File: config.mk
export PLATFORM = sky130hd
export DESIGN_NAME = hazard_fwd_ctrl
export DESIGN_NICKNAME = d
export VERILOG_FILES = /design/src/rtl/hazard_fwd_ctrl_pkg.sv /design/src/rtl/hazard_fwd_ctrl_src_check.sv /design/src/rtl/hazard_fwd_ctrl.sv
export SDC_FILE = /design/constraint.sdc
export NUM_CORES = 1
export LEC_CHECK = 0
export ABC_CLOCK_PERIOD_IN_PS = 7710
export BUFFER_PORTS_ARGS = -buffer_cell sky130_fd_sc_hd__buf_4
export CORE_MARGIN = 4
export CORE_UTILIZATION = 57
export DETAILED_ROUTE_END_ITERATION = 7
export GPL_TIMING_DRIVEN = 0
export HOLD_SLACK_MARGIN = 0.1
export PLACE_DENSITY = 0.95
export SLEW_MARGIN = 20
export SYNTH_ARGS = -nofsm -noshare
export SYNTH_HDL_FRONTEND = slang
export SYNTH_SLANG_ARGS = --single-unit
File: constraint.sdc
create_clock -name clk -period 7.71 [get_ports clk]
set_input_delay 0.3855 -clock clk [delete_from_list [all_inputs] [get_ports clk]]
set_output_delay 0.3855 -clock clk [all_outputs]
set_load 0.02 [all_outputs]
File: src/rtl/hazard_fwd_ctrl_pkg.sv
// Shared opcode, forwarding-code and shadow-slot definitions for the
// ID-side hazard/forwarding controller and the EX stage that consumes its codes.
package hazard_fwd_ctrl_pkg;

   localparam logic [5:0] OP_NOP = 6'h00;
   localparam logic [5:0] OP_ADD = 6'h01;
   localparam logic [5:0] OP_SUB = 6'h02;
   localparam logic [5:0] OP_LDW = 6'h23;
   localparam logic [5:0] OP_SDW = 6'h2b;

   localparam logic [2:0] FWD_NONE  = 3'd0;
   localparam logic [2:0] FWD_EX    = 3'd1;
   localparam logic [2:0] FWD_MEM   = 3'd2;
   localparam logic [2:0] LDFWD_MEM = 3'd2;

   typedef struct packed {
      logic [5:0] op;
      logic [4:0] rwd;
      logic       vld;
   } slot_t;

   // Stores and NOPs occupy a slot but never write the regfile.
   function automatic logic is_writer(input slot_t s);
      return s.vld && (s.rwd != 5'd0) && (s.op != OP_SDW) && (s.op != OP_NOP);
   endfunction

endpackage

File: src/rtl/hazard_fwd_ctrl_src_check.sv
// Hazard check for one source register against the EX (age 1) and MEM (age 2)
// shadow slots; youngest producer wins.
module hazard_src_check
   import hazard_fwd_ctrl_pkg::*;
(
   input  logic [4:0] i_src,
   input  slot_t      i_ex,
   input  slot_t      i_mem,
   input  logic       i_is_store_data,
   output logic [2:0] o_fwd_code,
   output logic [2:0] o_ld_code,
   output logic       o_stall_req
);

   logic w_a1;
   logic w_a2;

   assign w_a1 = is_writer(i_ex)  && (i_ex.rwd  == i_src) && (i_src != 5'd0);
   assign w_a2 = is_writer(i_mem) && (i_mem.rwd == i_src) && (i_src != 5'd0);

   always_comb begin
      o_fwd_code  = FWD_NONE;
      o_ld_code   = FWD_NONE;
      o_stall_req = 1'b0;
      if (i_is_store_data) begin
         // EX has no forwarding path for store data: wait until WB write-through.
         o_stall_req = w_a1 | w_a2;
      end else if (w_a1) begin
         if (i_ex.op == OP_LDW) o_stall_req = 1'b1;
         else                   o_fwd_code  = FWD_EX;
      end else if (w_a2) begin
         if (i_mem.op == OP_LDW) o_ld_code  = LDFWD_MEM;
         else                    o_fwd_code = FWD_MEM;
      end
   end

endmodule

File: src/rtl/hazard_fwd_ctrl.sv
// ID-side hazard detection and EX operand-forwarding control. Forwarding codes
// are registered so they arrive in EX with the instruction; stall is combinational.
module hazard_fwd_ctrl
   import hazard_fwd_ctrl_pkg::*;
#(
   parameter int STALL_CNT_W = 16
) (
   input  logic                   clk,
   input  logic                   rst,
   input  logic                   id_valid,
   input  logic [5:0]             id_opcode,
   input  logic [4:0]             id_rs,
   input  logic [4:0]             id_rt,
   input  logic [4:0]             id_rwd,
   output logic [2:0]             rs_fwd,
   output logic [2:0]             rt_fwd,
   output logic [2:0]             ld_rs_fwd,
   output logic [2:0]             ld_rt_fwd,
   output logic                   stall,
   output logic [STALL_CNT_W-1:0] stall_count
);

   slot_t r_ex;
   slot_t r_mem;
   logic [2:0] r_rs_fwd, r_rt_fwd, r_ld_rs_fwd, r_ld_rt_fwd;
   logic [STALL_CNT_W-1:0] r_stall_cnt;

   logic       w_is_ldw, w_is_sdw, w_is_mem;
   logic [2:0] w_rs_code, w_rs_ld, w_rt_code, w_rt_ld;
   logic       w_rs_stall, w_rt_stall, w_rt_stall_eff;
   logic [2:0] w_rs_fwd, w_rt_fwd, w_ld_rs_fwd, w_ld_rt_fwd;
   logic       w_stall;

   assign w_is_ldw = (id_opcode == OP_LDW);
   assign w_is_sdw = (id_opcode == OP_SDW);
   assign w_is_mem = w_is_ldw | w_is_sdw;

   hazard_src_check u_rs_chk (
      .i_src           (id_rs),
      .i_ex            (r_ex),
      .i_mem           (r_mem),
      .i_is_store_data (1'b0),
      .o_fwd_code      (w_rs_code),
      .o_ld_code       (w_rs_ld),
      .o_stall_req     (w_rs_stall)
   );

   hazard_src_check u_rt_chk (
      .i_src           (id_rt),
      .i_ex            (r_ex),
      .i_mem           (r_mem),
      .i_is_store_data (w_is_sdw),
      .o_fwd_code      (w_rt_code),
      .o_ld_code       (w_rt_ld),
      .o_stall_req     (w_rt_stall)
   );

   // Loads take imm as operand b, so their rt is not a source at all.
   assign w_rt_stall_eff = w_is_ldw ? 1'b0 : w_rt_stall;
   assign w_stall        = id_valid & (w_rs_stall | w_rt_stall_eff);
   assign stall          = w_stall;

   assign w_rs_fwd    = id_valid ? w_rs_code : FWD_NONE;
   assign w_ld_rs_fwd = id_valid ? w_rs_ld   : FWD_NONE;
   // A nonzero rt_fwd would override imm in EX for memory ops.
   assign w_rt_fwd    = (id_valid && !w_is_mem) ? w_rt_code : FWD_NONE;
   assign w_ld_rt_fwd = (id_valid && !w_is_mem) ? w_rt_ld   : FWD_NONE;

   always_ff @(posedge clk or posedge rst) begin
      if (rst) begin
         r_ex        <= '0;
         r_mem       <= '0;
         r_rs_fwd    <= FWD_NONE;
         r_rt_fwd    <= FWD_NONE;
         r_ld_rs_fwd <= FWD_NONE;
         r_ld_rt_fwd <= FWD_NONE;
         r_stall_cnt <= '0;
      end else begin
         r_mem <= r_ex;
         if (w_stall) begin
            r_ex        <= '0;
            r_rs_fwd    <= FWD_NONE;
            r_rt_fwd    <= FWD_NONE;
            r_ld_rs_fwd <= FWD_NONE;
            r_ld_rt_fwd <= FWD_NONE;
         end else begin
            r_ex        <= '{op: id_opcode, rwd: id_rwd, vld: id_valid};
            r_rs_fwd    <= w_rs_fwd;
            r_rt_fwd    <= w_rt_fwd;
            r_ld_rs_fwd <= w_ld_rs_fwd;
            r_ld_rt_fwd <= w_ld_rt_fwd;
         end
         if (w_stall && (r_stall_cnt != '1)) r_stall_cnt <= r_stall_cnt + 1'b1;
      end
   end

   assign rs_fwd      = r_rs_fwd;
   assign rt_fwd      = r_rt_fwd;
   assign ld_rs_fwd   = r_ld_rs_fwd;
   assign ld_rt_fwd   = r_ld_rt_fwd;
   assign stall_count = r_stall_cnt;

endmodule

Word level (Yosys, flattened, before mapping)
Index checks and enable logic that the tools add are counted.
- register bits: 52
- input port bits: 24
- add/subtract/negate cells: 1
- equal/unequal tests: 11
- mux-type cells: 27
- bitwise logic cells: 4
- reduce and logical (&&, ||, !) cells: 23
- operators by type and width (operator ; number):
    two-way mux 3 bit ; 16
    equality test 6 bit (second input constant) ; 4
    equality test 5 bit ; 4
    nonzero test 5 bit ; 4
    adder 16 x 1 -> 16 bit (second input constant) ; 1
    logical AND 1 bit ; 16
    != test 16 bit (second input constant) ; 1
    two-way mux 12 bit ; 1
    != test 6 bit (second input constant) ; 2
    nonzero test 6 bit ; 2
    two-way mux 2 bit ; 4
    two-way mux 1 bit ; 6
    bitwise OR 1 bit ; 3
    bitwise AND 1 bit ; 1
    logical NOT 1 bit ; 1

Depth between registers and ports, before layout
Gate-level depths: netlist of run 1.
- depth after elaboration: 12
- mapped depth: 8
- depth with buffers taken out: 7

Cells and area by module
From an unflattened synthesis of run 1, not the netlist that was laid out.
- cells, all modules: 235
- area, all modules: 2656.3 um^2
- modules (own cells, without submodules) (module ; instances ; cells an instance ; area an instance (um^2) ; sequential area each (um^2)):
    hazard_fwd_ctrl ; 1 ; 143 ; 1960.6 ; 1301.2
    hazard_src_check ; 2 ; 46 ; 347.8 ; 0.0

Least setup slack after synthesis of run 1
Ideal clock, no wire load.
- path kind: reg-to-output
- start: register r_ex[6] (netlist bit)
- end: output stall
- arrival time: 2.345 ns
- data required time: 7.325 ns
- slack: 4.980 ns
- stages on the path, launching flop included: 8
- cells stage by stage: dfrtp_1 > or4_1 > a211o_1 > o211ai_2 > nor3_1 > o41ai_2 > clkbuf_1 > inv_1
- longest elaborated chain between the ends: 10
- elaborated cells between the ends (all ways): 17
- those cells by class: eq/ne (2); mux (5); bitwise (3); reduce/logical (7)
- ends and longest elaborated chain (element ; RTL line ; source):
    from (decl) ; hazard_fwd_ctrl.sv:23 ; slot_t r_ex;
    from (signal assigned) ; hazard_fwd_ctrl.sv:87 ; r_ex <= '{op: id_opcode, rwd: id_rwd, vld: id_valid};
    != test 6 bit ; hazard_fwd_ctrl_pkg.sv:24 ; return s.vld && (s.rwd != 5'd0) && (s.op != OP_SDW) && (s.op != OP_NOP);
    logical AND 1 bit (2 in series) ; hazard_fwd_ctrl_pkg.sv:24 ;
    logical AND 1 bit (2 in series) ; hazard_fwd_ctrl_src_check.sv:18 ; assign w_a1 = is_writer(i_ex) && (i_ex.rwd == i_src) && (i_src != 5'd0);
    two-way mux 1 bit or bitwise OR 1 bit (tied branches) ; hazard_fwd_ctrl_src_check.sv:28, hazard_fwd_ctrl_src_check.sv:27 ;
    two-way mux 1 bit ; hazard_fwd_ctrl_src_check.sv:25 ; if (i_is_store_data) begin
    two-way mux 1 bit ; hazard_fwd_ctrl.sv:59 ; assign w_rt_stall_eff = w_is_ldw ? 1'b0 : w_rt_stall;
    bitwise OR 1 bit * ; hazard_fwd_ctrl.sv:60 ; assign w_stall = id_valid & (w_rs_stall | w_rt_stall_eff);
    bitwise AND 1 bit * ; hazard_fwd_ctrl.sv:60 ;
    to (decl) ; hazard_fwd_ctrl.sv:19 ; output logic stall,
Every way passes the cells marked *; elsewhere a longest branch is shown, timed or not.

Worst setup path in the final report of run 1
Same ends and word-level chain as after synthesis.

==> qor.yml, run 1 <==
worstPathRequired_ns: 7.32
synth.area.top_cells: "dfrtp_1 (54%), xor2_1 (9.0%), xnor2_1 (4.5%), nor3_1 (3.3%), and2_1 (3.2%)"
antenna_found_initial: 0
postPlaceCellArea_sq_um: 2590
grt_pass1_vias: 1672
numCtsBuffers: 5
synthAdderAreaFrac_pct: 0.582
cts_tree: "yes"
regToRegSetupSlack_ns: 4.67
placement_rows: 22
grt_pass1_wl_mm: 7.85
drt_first_pass_iters: 4
tns_ns: 0
finalPower_mw: 0.438
die-area_sq_um: 4820
fin_ws_ns: 4.15
port_buffers: 46
crit_type: "flop to output pin"
cts_setup_buffers: 0
status: "complete, no violations"
skew_ns: 0.00293
ys_ff_latch: 46
initial_core_util_pct: 58.7
wl_mm: 4.62
drc: 0
vdd_ir_drop_max_uv: 125
dpl_worst_slack_ns: 4.48
num_vias: 1640
clkTransAtPathRegs_ns: 0.08
maxSlewHeadroom_pct: 46.6
worst-path-max-fanout: 10
fillers: 264
cellLeakagePower_nw: 1.28
multi_input_comb_area_sq_um: 942
gp_congestion: 0.856
endpoint_kind: "output pin"
clock_latency_ns: 0.30
rsz0062_at_grt: "false"
synth_top_family_by_area: "simple AND/OR/NAND/NOR gates"
io_pins: 53
seq_area_sq_um: 1150
whs_ns: 0.292
synth_top_area_share_pct: 53.5
gr-total-overflow: 0
power_per_cell_area_nw_per_um2: 163
cts-root-buf: "clkbuf_8"
design_area_sq_um: 2690
slew_violations: 0
cp.arrival_ns: 3.18
synth_area_sq_um: 2150
period_share_pct: 46.2
synth-seq-area-share_pct: 53.5
areaGrowthSynthToFinish_pct: 24.8
synth_compound_area_share_pct: 2.62
h-tree-depth: 2
synth_xor_area_share_pct: 13.4
wl_per_cell_microns: 15.2
yosys.area_share.simple_pct: 24.5
yosys_warnings: 0
setup_viol: 0
muxShareOfSynthArea_pct: 1.57
hold_path_depth: 2
final_common_cell: "buf_4"
core_area_sq_um: 3660
cts_resized: 0
tightest_slew_ns: 0.793
antenna_left: 0
reg2reg_depth: 8
drive_gt1_share_pct: 27.7
synth_cell_types: 31
antennaDiodeCount: 0
grt_max_degree: 34
die_h_microns: 69.4
clk_path_buf_depth: 2
cap_violations: 0
yosysTopAreaCell: "dfrtp_1"
via_per_inst: 5.39
finalHoldViolCount: 0
post-dp-hpwl_mm: 3.61
grt_usage_pct: 20.6
nets: 281
die_w_microns: 69.4
avgSynthCellArea_sq_um: 11.0
layout_common_cells: "buf_4 (52), dfrtp_1 (46), xor2_1 (22)"
cp-start-kind: "flop"
layout_min_cycle_time_ns: 3.56
drt-initial-drc-count: 115
fmax_ghz: 0.281
synth_cells: 196
min_path_type: "input pin to flop"
clkSinkCount: 46
-- cells in the mapped netlist --
library cell and instances:
dfrtp_1 46, xor2_1 22, nor3_1 14, and2_1 11, xnor2_1 11, nand2_1 10, nand3_1 9, nor2_1 9
nand4_1 8, nor4_1 8, buf_4 6, inv_1 5, and3_1 4, or2_2 4, or4_1 4, mux2_2 3
nor3b_1 3, nor4b_1 3, a21oi_1 2, clkbuf_1 2, or3_1 2, a211o_1 1, buf_2 1, conb_1 1
ha_1 1, nor4bb_1 1, o211ai_2 1, o221ai_1 1, o41ai_2 1, or4_4 1, or4b_1 1
-- metrics by stage --
step / utilization, % / instances
after detailed placement: 70.9 / 296
final: 73.3 / 304
after CTS: 73.3 / 304
after global routing: 73.3 / 304
after global placement: 70.3 / 295
after floorplan: - / 201
-- layer usage --
layer | GRT usage (%) | wire length [microns] | up-vias
met5 | 0 | 0 | -
met4 | 5.86 | 104 | 0
met3 | 5.22 | 264 | 9
met2 | 37.2 | 2510 | 49
met1 | 23.9 | 1740 | 790
li1 | - | - | 792
-- flip-flops by register name, indices dropped and copies added, names as in the netlist --
signal,count
ld_rs_fwd,1
ld_rt_fwd,1
r_ex,12
r_mem,12
rs_fwd,2
rt_fwd,2
stall_count,16
-- worst paths after layout --
check,startpoint,end
worst max-delay path,r_ex[6],stall
worst min-delay path,id_rwd[1],r_ex[2]
worst max register to register,r_ex[6],stall_count[2]
worst min register to register,r_ex[8],r_mem[8]
max in group asynchronous,rst,stall_count[5]
min in group asynchronous,rst,rs_fwd[1]
-- area by class of cell --
type	instances	area share, %
Timing Repair Buffer	48	14.0
Sequential cell	46	42.9
Buffer	9	2.14
Inverter	5	0.699
Clock buffer	6	2.70
Tap cell	48	2.24
Multi-Input combinational cell	141	35.1
Clock inverter	1	0.280
-- worst max-delay path, stage by stage, from the launching register on --
cell      delay (ns)
dfrtp_1         0.41
or4_1           0.53
a211o_1         0.32
o211ai_2        0.13
nor3_1          0.13
o41ai_2         0.78
clkbuf_1        0.33
inv_1           0.07
buf_4           0.16
-- cell families (layout without fill, tap and decap cells) --
family / after synthesis / count (layout)
simple gates: 92 / 92
flops: 46 / 46
xor+xnor: 33 / 33
buf+inv: 14 / 69
compound gates: 6 / 6
mux: 3 / 3
fa+ha+maj: 1 / 1
other cells: 1 / 6
-- what timing repair did --
item | in CTS | in global routing
hold buffers | 1 | 0
setup endpoints to repair | 0 | 0
hold endpoints to repair | 13 | 0
-- power by group --
part	switching [mW]	internal (mW)	total, mW	leakage, nW
Combinational	0.0215	0.0223	0.0439	0.663
Clock	0.0762	0.0621	0.138	0.0373
Sequential	0.00762	0.248	0.256	0.581
Power figures use the tool's default switching activity.
==> inputs of run 2 (changes only) <==
--- a/config.mk
+++ b/config.mk
@@ -5,14 +5,14 @@
 export SDC_FILE = /design/constraint.sdc
 export NUM_CORES = 1
 export LEC_CHECK = 0
-export ABC_CLOCK_PERIOD_IN_PS = 7710
+export ABC_CLOCK_PERIOD_IN_PS = 3450
 export BUFFER_PORTS_ARGS = -buffer_cell sky130_fd_sc_hd__buf_4
 export CORE_MARGIN = 4
-export CORE_UTILIZATION = 57
+export CORE_UTILIZATION = 52
 export DETAILED_ROUTE_END_ITERATION = 7
 export GPL_TIMING_DRIVEN = 0
 export HOLD_SLACK_MARGIN = 0.1
-export PLACE_DENSITY = 0.95
+export PLACE_DENSITY = 0.89
 export SLEW_MARGIN = 20
 export SYNTH_ARGS = -nofsm -noshare
 export SYNTH_HDL_FRONTEND = slang
==> constraint.sdc (replaced) <==
create_clock -name clk -period 3.45 [get_ports clk]
set_input_delay 0.1725 -clock clk [delete_from_list [all_inputs] [get_ports clk]]
set_output_delay 0.1725 -clock clk [all_outputs]
set_load 0.02 [all_outputs]
==> run 2 against run 1 <==
  * Core utilization fell by 2.6 points
  * Cell area rose by 5.4%
  * Sequential power rose by 120%
  * First-iteration DRC count fell by 16%
  * Non-clock buffer count rose by 10
  * Power rose by 150%
  * Cell count rose by 4.3%
  * Clock skew rose by 0.0040 ns
  * Critical path depth did not move
  * Sequential cell count did not move
  * Die area rose by 8.5%
  * Sequential share of layout area fell by 2.2 points
  * Critical path type unchanged
  * Highest routed layer unchanged
==> qor.yml, run 2 (synthesized netlist as in run 1, its figures left out) <==
fin_ws_ns: 0.309
antenna_left: 0
cap_violations: 0
drt-initial-drc-count: 97
io_pins: 53
h-tree-depth: 2
dp.cells: 298
gp_congestion: 0.818
num_vias: 1732
postPlaceCellArea_sq_um: 2600
finalHoldViolCount: 0
tightest_slew_ns: 0.796
skew_ns: 0.00688
initial_core_util_pct: 53.8
power_per_cell_area_nw_per_um2: 381
r2r-end: "rs_fwd[1]"
clock_latency_ns: 0.30
via_per_inst: 5.46
r2r-start: "r_ex[6]"
largest_register_ffs: 16
cts_tree: "yes"
tns_ns: 0
stdcell_count: 317
post-dp-hpwl_mm: 3.46
port_buffers: 46
dpl_worst_slack_ns: 0.511
min_path_type: "input pin to flop"
cellLeakagePower_nw: 1.34
areaGrowthSynthToFinish_pct: 31.5
antenna_found_initial: 0
clk_path_buf_depth: 2
grt_max_degree: 38
hold_path_depth: 2
clkSinkCount: 46
worst-path-max-fanout: 10
placement_rows: 23
endpoint_kind: "output pin"
grt_usage_pct: 20.3
drc: 0
grt_pass1_vias: 1750
wl_mm: 4.89
design_area_sq_um: 2830
die_h_microns: 72.3
worst_hold_path.endpoint: "r_ex[6]"
cp-start-kind: "flop"
cp.arrival_ns: 2.97
setup_viol: 0
drt_first_pass_iters: 4
fmax_ghz: 0.318
die-area_sq_um: 5230
drive_gt1_share_pct: 27.0
final_common_cell: "buf_4"
vdd_ir_drop_max_uv: 285
numCtsBuffers: 5
gr-total-overflow: 0
crit_type: "flop to output pin"
wl_per_cell_microns: 15.4
rsz0062_at_grt: "false"
status: "complete, no violations"
die_w_microns: 72.3
min_from: "id_opcode[0]"
layout_common_cells: "buf_4 (52), dfrtp_1 (46), xor2_1 (22)"
clkTransAtPathRegs_ns: 0.08
maxSlewHeadroom_pct: 46.4
period_share_pct: 91.0
grt_pass1_wl_mm: 8.18
regToRegSetupSlack_ns: 0.64
layout_min_cycle_time_ns: 3.14
worstPathRequired_ns: 3.28
cts-root-buf: "clkbuf_8"
nets: 291
slew_violations: 0
antennaDiodeCount: 0
core_area_sq_um: 4000
reg2reg_depth: 7
-- run 2: cell count changes in the layout (fill, tap and decap cells not counted), sizes merged --
cell,delta
dlygate4sd3,+10
bufinv,+1
-- run 2: what timing repair did --
action                                  4_1_cts  5_1_grt
gates resized for setup                       0        1
buffers inserted                              0        0
hold buffers                                  9        2
endpoints found under the hold margin        54        2
endpoints found under the setup margin        0        1
-- run 2: through the flow --
| step | utilization, % | hold WS, ns | power (mW) |
|---|---|---|---|
| floorplan | - | 0.301 | 0.634 |
| global placement | 64.4 | 0.375 | 0.673 |
| detailed placement | 64.9 | 0.118 | 0.680 |
| CTS | 69.9 | 0.100 | 1.08 |
| global route | 70.7 | 0.121 | 1.12 |
| finish | 70.7 | 0.116 | 1.08 |
-- run 2: critical path: stages, from the launching register on --
cell and delay [ns]:
dfrtp_1 0.41, or4_1 0.52, a211o_1 0.32, o211ai_2 0.12, nor3_1 0.14, o41ai_4 0.54
clkbuf_1 0.36, inv_1 0.09, buf_4 0.17
-- run 2: final cells by class --
class                   instances  area [sq um]
multi-input cells             141           953
fillers                       297          1170
repair buffers                 58           475
well taps                      50          62.6
clock inverters                 2          37.5
plain buffers                   9          57.6
clock buffers                   6          72.6
flip-flops and latches         46          1150
inverters                       5          18.8
-- run 2: routing by layer --
metal  wire, microns  part of all wire (%)  track usage (%)  up-vias
met2            2470                    51             34.6       66
met1            1920                    39             24.6      836
met5               0                     0                0        -
li1                -                     -                -      815
met3             380                   7.8             5.40       15
met4             114                   2.3             7.93        0
-- run 2: worst max-delay path by stage --
stage / slack (ns) / from / endpoint / depth (start not counted)
finish: 0.31 / r_ex[6] / stall / 8
floorplan: 0.83 / r_ex[6] / ld_rs_fwd[1] / 7
CTS: 0.18 / r_ex[6] / stall / 8
global placement: 0.57 / r_ex[6] / stall / 8
global route: 0.17 / r_ex[6] / stall / 8
detailed placement: 0.51 / r_ex[6] / stall / 8
-- run 2: report_power, final --
part	total, mW	internal, mW	switching, mW
clock network	0.397	0.216	0.181
logic	0.109	0.0574	0.0511
registers	0.572	0.555	0.0169
==> inputs of run 3 (changes only) <==
--- a/config.mk
+++ b/config.mk
@@ -5,14 +5,15 @@
 export SDC_FILE = /design/constraint.sdc
 export NUM_CORES = 1
 export LEC_CHECK = 0
+export ABC_AREA = 1
 export ABC_CLOCK_PERIOD_IN_PS = 3450
 export BUFFER_PORTS_ARGS = -buffer_cell sky130_fd_sc_hd__buf_4
 export CORE_MARGIN = 4
-export CORE_UTILIZATION = 52
+export CORE_UTILIZATION = 55
 export DETAILED_ROUTE_END_ITERATION = 7
 export GPL_TIMING_DRIVEN = 0
 export HOLD_SLACK_MARGIN = 0.1
-export PLACE_DENSITY = 0.89
+export PLACE_DENSITY = 0.81
 export SLEW_MARGIN = 20
 export SYNTH_ARGS = -nofsm -noshare
 export SYNTH_HDL_FRONTEND = slang
==> run 3 against run 2 <==
  * Sequential cell count is the same
  * Core utilization grew 1.2 points
  * Clock power is essentially flat
  * Setup slack gained 0.72 ns
  * Area after synthesis grew 19%
  * Synthesized cell count grew 68%
  * Die area grew 11%
  * Highest routed layer unchanged
==> qor.yml, run 3 <==
core_area_sq_um: 4410
wl_mm: 5.79
grtUsageMet2_pct: 32.7
yosysTopAreaCell: "dfrtp_1"
endpoint_kind: "output pin"
h-tree-depth: 2
regToRegSetupSlack_ns: 1.35
post-dp-hpwl_mm: 4.39
hold_path_depth: 3
via_per_inst: 5.06
grt_pass1_wl_mm: 9.91
largest_register_ffs: 16
synth_cell_types: 24
synth_top_area_share_pct: 45.1
drc: 0
grt_max_degree: 35
areaGrowthSynthToFinish_pct: 24.5
finalHoldViolCount: 0
grt_use_met1_pct: 27.1
drt-initial-drc-count: 150
grt_util_met3_pct: 5.79
placement_rows: 24
num_vias: 2274
setup_viol: 0
ys_ff_latch: 46
grt_usage_pct: 20.5
cellLeakagePower_nw: 1.76
dpl_worst_slack_ns: 1.41
gr-total-overflow: 0
cts-root-buf: "clkbuf_8"
cp_num_buf_inv: 5
slowest_delay_ns: 0.53
cp-start-kind: "input pin"
die_w_microns: 76.1
whs_ns: 0.112
skew_ns: 0.00540
power_per_cell_area_nw_per_um2: 339
yosys.cell_count.top_type: "nand2_1"
clkTransAtPathRegs_ns: 0.08
cp.arrival_ns: 2.25
clock_latency_ns: 0.30
layout_min_cycle_time_ns: 2.42
min_from: "id_rwd[1]"
worst-path-max-fanout: 10
synth_edf_count: 0
drive_gt1_share_pct: 17.9
nets: 421
r2r-end: "stall_count[2]"
period_share_pct: 70.1
antenna_found_initial: 0
slew_violations: 0
worstPathRequired_ns: 3.28
fillers: 359
initial_core_util_pct: 57.8
path_cells: "dlygate4sd3_1 -> buf_4 -> nor2_1 -> nand4_1 -> nand2_1 -> nand3_1 -> nand2_1 -> nand2_1 -> nand2_4 -> nand2_1 -> inv_1 -> buf_4 -> buf_4"
drt_first_pass_iters: 4
port_buffers: 46
wl_per_cell_microns: 12.9
ys.flop_type: "dfrtp_1"
synth_common_cells: "nand2_1 (88), inv_1 (53), dfrtp_1 (46)"
die-area_sq_um: 5790
synth-seq-area-share_pct: 45.1
crit_type: "input pin to output pin"
grt_pass1_vias: 2153
vdd_ir_drop_max_uv: 239
layout_common_cells: "nand2_1 (88), buf_4 (53), inv_1 (52)"
cap_violations: 0
clk_path_buf_depth: 2
worst_hold_path.endpoint: "r_ex[2]"
rsz0062_at_grt: "false"
async_reset_ff_share_pct: 100
die_h_microns: 76.1
fin_ws_ns: 1.03
avgSynthCellArea_sq_um: 7.73
antenna_left: 0
cp_slowest_cell: "dlygate4sd3_1"
gp_congestion: 0.907
r2r-start: "stall_count[0]"
io_pins: 53
synth_area_sq_um: 2550
numCtsBuffers: 5
synth.area.top_cells: "dfrtp_1 (45%), nand2_1 (13%), inv_1 (7.8%), nor2_1 (6.2%), xor2_1 (5.8%)"
grt-busiest-layer: "met2"
final_common_cell: "nand2_1"
yosys_warnings: 0
cpMostUsedCell: "nand2_1"
synth_cells: 330
fmax_ghz: 0.413
clkSinkCount: 46
cts_tree: "yes"
status: "complete, no violations"
crit_family: "buffers and inverters"
min_path_type: "input pin to flop"
reg2reg_depth: 9
tns_ns: 0
antennaDiodeCount: 0
## run 3: changes by cell type after synthesis, moves of 9 or more
cell     before  now
and2_1       11    0
inv_1         5   53
nand2_1      10   88
nand3_1       9   18
nand4_1       8   23
nor2_1        9   42
## run 3: cell families (layout without fill, tap and decap cells)
logic type	Yosys count	in the layout	synth area share, %
other cells	1	6	0.147
fa+ha+maj	1	1	0.490
flops	46	46	45.1
xor+xnor	25	25	8.58
simple gates	192	192	34.7
buf+inv	65	127	11.0
## run 3: repair_timing
action                    4_1_cts  5_1_grt
hold buffers                    7        0
hold endpoints to repair       18        0
buffers inserted                0        0
gates resized for setup         0        0
## run 3: tightest hold or removal path, cell delays in order
cell and delay [ns]:
buf_4 0.07, inv_1 0.04, nor2_1 0.09
## run 3: metal layers
metal	share of wire, %	wire [microns]	vias to the layer above
li1	-	-	1148
met1	43	2510	1042
met4	1.5	87	0
met5	0	0	-
met3	6.9	398	11
met2	48	2790	73
## run 3: layout make-up
type                       instances  area, sq um  area share, %
buffer                            12         81.3           2.56
tap                               52         65.1           2.05
clock buffer                       7         76.3           2.40
timing repair buffer              54          435           13.7
multi-input combinational        224         1140           35.8
clock inverter                     1         30.0          0.945
sequential                        46         1150           36.2
inverter                          53          199           6.26
## run 3: how the worst max path moves through the flow
stage | slack (ns) | from | endpoint | cells after the start
after detailed placement | 1.41 | stall_count[0] | stall_count[7] | 9
final | 1.03 | id_opcode[4] | stall | 13
after CTS | 1.05 | id_opcode[4] | stall | 13
after global routing | 0.81 | id_opcode[4] | stall | 13
after floorplan | 1.58 | stall_count[0] | stall_count[3] | 9
after global placement | 1.46 | stall_count[0] | stall_count[4] | 9
## run 3: report_power, final
part / internal [mW] / leakage, nW / switching, mW
clock network: 0.217 / 0.0524 / 0.178
registers: 0.554 / 0.587 / 0.0131
logic: 0.0528 / 1.12 / 0.0622
## run 3: through the flow
step | total power [mW] | std cells | cell area, sq um | utilization [%]
finish | 1.08 | 449 | 3180 | 72.0
global route | 1.13 | 449 | 3180 | 72.0
global placement | 0.679 | 433 | 2980 | 67.5
CTS | 1.08 | 449 | 3180 | 72.0
floorplan | 0.642 | 335 | 2570 | -
detailed placement | 0.687 | 434 | 3000 | 68.0
